$ cat src/rtl/fetch_queue_unit.sv
// fetch_queue_unit: in-order instruction fetch queue with redirect squash and stale-response discard
//   clk, reset          : clock, asynchronous active-high reset
//   fetch_en            : permits new memory requests
//   redirect_valid/_pc  : branch/jump redirect (highest priority)
//   imem_req_*          : fetch request handshake, word-aligned address
//   imem_rsp_*          : in-order responses, one per accepted request
//   out_*               : head instruction to decode, out_ready stalls
module fetch_queue_unit #(
  parameter int XLEN = 32,
  parameter logic [XLEN-1:0] RESET_PC = '0,
  parameter int FQ_DEPTH = 4
) (
  input  logic            clk,
  input  logic            reset,
  input  logic            fetch_en,
  input  logic            redirect_valid,
  input  logic [XLEN-1:0] redirect_pc,
  output logic            imem_req_valid,
  input  logic            imem_req_ready,
  output logic [XLEN-1:0] imem_req_addr,
  input  logic            imem_rsp_valid,
  input  logic [XLEN-1:0] imem_rsp_data,
  output logic            out_valid,
  input  logic            out_ready,
  output logic [XLEN-1:0] out_pc,
  output logic [XLEN-1:0] out_pc_plus4,
  output logic [XLEN-1:0] out_instr
);
  localparam int AW = $clog2(FQ_DEPTH);
  localparam int PW = AW + 1;
  logic [XLEN-1:0] fetch_pc_q, fetch_pc_d;
  logic [XLEN-1:0] pc_q [FQ_DEPTH];
  logic [XLEN-1:0] instr_q [FQ_DEPTH];
  // Pointers carry one extra wrap bit so differences give occupancy directly;
  // an entry is filled exactly when it lies between the read and fill pointers.
  logic [PW-1:0] alloc_ptr_q, alloc_ptr_d, fill_ptr_q, fill_ptr_d, rd_ptr_q, rd_ptr_d;
  logic [PW-1:0] discard_q, discard_d;
  logic [PW-1:0] alloc_cnt, unfilled_cnt;
  logic req_fire, fill, pop, head_filled;

  assign alloc_cnt      = alloc_ptr_q - rd_ptr_q;
  assign unfilled_cnt   = alloc_ptr_q - fill_ptr_q;
  // Outstanding stale responses still occupy credits until they drain.
  assign imem_req_valid = !reset && fetch_en && !redirect_valid && (alloc_cnt + discard_q < PW'(FQ_DEPTH));
  assign imem_req_addr  = fetch_pc_q;
  assign req_fire       = imem_req_valid && imem_req_ready;
  assign fill           = imem_rsp_valid && !redirect_valid && discard_q == '0;
  assign head_filled    = fill_ptr_q != rd_ptr_q;
  assign out_valid      = head_filled && !redirect_valid;
  assign pop            = out_valid && out_ready;
  assign out_pc         = out_valid ? pc_q[rd_ptr_q[AW-1:0]] : '0;
  assign out_instr      = out_valid ? instr_q[rd_ptr_q[AW-1:0]] : '0;
  assign out_pc_plus4   = out_valid ? out_pc + XLEN'(4) : '0;

  always_comb begin
    fetch_pc_d  = redirect_valid ? (redirect_pc & ~XLEN'(3)) : req_fire ? fetch_pc_q + XLEN'(4) : fetch_pc_q;
    alloc_ptr_d = redirect_valid ? '0 : alloc_ptr_q + PW'(req_fire);
    fill_ptr_d  = redirect_valid ? '0 : fill_ptr_q + PW'(fill);
    rd_ptr_d    = redirect_valid ? '0 : rd_ptr_q + PW'(pop);
    // A response arriving with the redirect consumes one of the squashed requests.
    discard_d   = redirect_valid ? discard_q + unfilled_cnt - PW'(imem_rsp_valid)
                                 : discard_q - PW'(imem_rsp_valid && discard_q != '0);
  end

  always_ff @(posedge clk or posedge reset)
    if (reset) begin
      fetch_pc_q  <= RESET_PC & ~XLEN'(3);
      alloc_ptr_q <= '0;
      fill_ptr_q  <= '0;
      rd_ptr_q    <= '0;
      discard_q   <= '0;
    end else begin
      fetch_pc_q  <= fetch_pc_d;
      alloc_ptr_q <= alloc_ptr_d;
      fill_ptr_q  <= fill_ptr_d;
      rd_ptr_q    <= rd_ptr_d;
      discard_q   <= discard_d;
    end

  always_ff @(posedge clk) begin
    if (req_fire) pc_q[alloc_ptr_q[AW-1:0]] <= fetch_pc_q;
    if (fill) instr_q[fill_ptr_q[AW-1:0]] <= imem_rsp_data;
  end

  rsp_outstanding_a: assert property (@(posedge clk) disable iff (reset)
    imem_rsp_valid |-> (unfilled_cnt != '0 || discard_q != '0));
endmodule

$ cat config.mk
export PLATFORM = sky130hd
export DESIGN_NAME = fetch_queue_unit
export DESIGN_NICKNAME = d
export VERILOG_FILES = /design/src/rtl/fetch_queue_unit.sv
export SDC_FILE = /design/constraint.sdc
export NUM_CORES = 1
export LEC_CHECK = 0
export CAP_MARGIN = 20
export CORE_MARGIN = 2
export CORE_UTILIZATION = 49
export CTS_CLUSTER_DIAMETER = 60
export DETAILED_ROUTE_END_ITERATION = 10
export PLACE_DENSITY = 0.86
export SLEW_MARGIN = 20
export SYNTH_ARGS = -nofsm -noshare
export SYNTH_HDL_FRONTEND = slang
export SYNTH_SLANG_ARGS = --single-unit
export TNS_END_PERCENT = 5
$ cat constraint.sdc
create_clock -name clk -period 4.8 [get_ports clk]
set_input_delay 0.96 -clock clk [delete_from_list [all_inputs] [get_ports clk]]
set_output_delay 0.96 -clock clk [all_outputs]
set_load 0.005 [all_outputs]
==> impl_metrics.yaml <==
clock_network:
  htreeDepth: 1
  cts.sinks: 290
  clockBufferDepth: 3
  root_buffer: "clkbuf_16"
  cts_post_setup_buffers_inserted: 0
  cts_buffers: 29
  clk_latency_ns: 0.54
  clk_pin_slew_ns: 0.06
  cts_tree: "done"
finish:
  syn_to_final_growth_pct: 25.3
  fin_nets: 1113
  final_common_cell: "edfxtp_1"
  fillers: 1799
  drive_above_1_share_pct: 14.2
  n_antenna_cell: 0
  layout_common_cells: "edfxtp_1 (248), clkdlybuf4s50_1 (192), nor2b_1 (66), mux4_2 (59), nor2_1 (47)"
global_route:
  grt_use_total_pct: 21.0
  overflow: 0
  grt_pass1_vias: 8058
  grt_use_met3_pct: 3.48
  grt.busiest_layer: "met2"
  grt_max_degree: 66
  use_met1_pct: 29.1
  met2_usage_pct: 34.3
  antenna_found_initial: 0
  grt_pass1_wl_mm: 45.5
yosys:
  yosys_warnings: 0
  ys_seq_elements: 290
  synth_cells: 819
  synthDistinctLibCells: 54
  ys_seq_area_share_pct: 66.0
  ys.flop_type: "edfxtp_1"
  async_flop_share_pct: 14.5
  synth_area_per_cell_um2: 15.7
  synth_edf_count: 248
  syn_area_um2: 12900
routing:
  ant_nets: 0
  drt-initial-drc-count: 634
  wl_per_cell_um: 21.3
  vias_per_cell: 5.82
  dr.pass1.iters: 5
  drc: 0
  vias: 8033
  wirelength_mm: 29.4
die:
  fp.dieArea_um2: 27600
  core_area_um2: 25900
  num_rows: 59
  io_pins: 201
  start_util_pct: 49.7
  die_x_um: 166
  die_y_um: 166
setup_path:
  startpoint_type: "primary input"
  worst_setup_path_end_kind: "output pin"
  criticalPathCategory: "primary input to output pin"
  critPathArrivalTime_ns: 3.66
  worstPathMaxFanout: 7
  critPathRequiredTime_ns: 3.84
timing:
  fin_crit_sh_pct: 96.3
  hold_viol: 0
  post-route-min-period_ns: 4.62
  hold_slack_ns: 0.537
  timing.fmax_mhz: 216
  worst_slack_ns: 0.178
  tightest_slew_ns: 0.953
  setup_viol: 0
  drv_slew: 0
  rsz0062_at_grt: "false"
  tns_ns: 0
  skew_ns: 0.0144
  slew_headroom_pct: 36.3
power_and_ir_drop:
  powerDensity_nw_per_um2: 361
  total_power_uw: 5830
  vdd_drop_max_mv: 0.291
  p_leak_uw: 0.00538
outcome:
  status: "completed"
place:
  port_buffers: 192
  dpl.hpwl_mm: 19.4
  finalWeightedCongestion: 0.845
  dp_slack_ns: 0.189
flow_run:
  cap_violations: 0
min_path:
  hold_path.class: "register to register"
synth_stat cells (8+ instances only):
cell      number  area [um2]
mux4_2        59        1330
nor2b_1       66         413
buf_2          9        45.0
buf_4          9        67.6
xor2_1        16         140
nand3_1       21         105
ha_1          13         163
nand2_1       36         135
o21ai_0        9        45.0
a21oi_1        9        45.0
a221o_1       13         130
nand4_1       18         113
and3_1         8        50.1
dfrtp_1       42        1050
xnor2_1       28         245
a21o_1        10        75.1
nor2_1        47         176
nor3_1        25         125
and2_1         8        50.1
edfxtp_1     248        7450
clkbuf_1      20        75.1
inv_1         26        97.6
report_power, final:
part,internal [uW],switching [uW]
clock network,1230,920
logic,358,350
registers,2850,128
metrics by stage:
stage,cell area [um2],instances,utilization [%]
2_1_floorplan,12900,824,-
3_3_place_gp,15200,1328,58.7
3_5_place_dp,15200,1328,58.7
4_1_cts,16100,1380,62.3
5_1_grt,16100,1380,62.3
6_report,16100,1380,62.3
path summary, 6_finish.rpt:
path / start / end / slack [ns] / cells past startpoint
max: redirect_valid / out_pc_plus4[26] / 0.18 / 10
min: discard_q[2]$_DFF_PP0_ / discard_q[2]$_DFF_PP0_ / 0.54 / 1
max reg2reg: rd_ptr_q[1]$_DFF_PP0_ / pc_q[3][21]$_DFFE_PP_ / 1.19 / 10
min reg2reg: discard_q[2]$_DFF_PP0_ / discard_q[2]$_DFF_PP0_ / 0.54 / 1
max in group asynchronous: reset / rd_ptr_q[0]$_DFF_PP0_ / 3.44 / 3
min in group asynchronous: reset / imem_req_addr[13]$_DFFE_PP0P_ / 0.92 / 3
final cells by class:
cell class / instances / area [um2] / share of cell area (%)
sequential: 290 / 8500 / 52.7
inverter: 27 / 101 / 0.628
timing repair buffer: 215 / 2110 / 13.1
clock inverter: 18 / 140 / 0.868
multi-input combinational: 461 / 4090 / 25.3
clock buffer: 34 / 785 / 4.86
tap: 335 / 419 / 2.60
kinds of logic after synthesis:
kind of cell,count (synthesis),share of synthesized area [%]
compound gates,63,3.62
xor+xnor,44,2.99
fa+ha+maj,18,2.04
buf+inv,73,2.81
flops,290,66.0
mux,63,11.0
other cells,1,0.0291
simple gates,267,11.6
worst max-delay path: stages:
cell             delay [ns]
clkdlybuf4s50_1        0.42
inv_1                  0.27
o31ai_4                0.20
nor2b_1                0.22
ha_1                   0.30
nand2_1                0.22
nor4_1                 0.31
xnor2_1                0.11
nor2_1                 0.11
clkdlybuf4s50_1        0.52
routing by layer:
metal  part of all wire [%]  vias to the layer above
li1                       -                     3545
met1                     41                     4016
met2                     48                      403
met3                    7.5                       69
met4                    2.8                        0
met5                      0                        -
registers in the layout, indices dropped and copies added, names as in the netlist:
register	flops
alloc_ptr_q	3
discard_q	3
fill_ptr_q	3
imem_req_addr	30
instr_q	128
pc_q	120
rd_ptr_q	3
repair_timing:
action | 4_1_cts | 5_1_grt
setup endpoints to repair | 0 | 5
hold buffers | 0 | 0
resized for setup | 0 | 1
(Power assumes the default switching activity.)
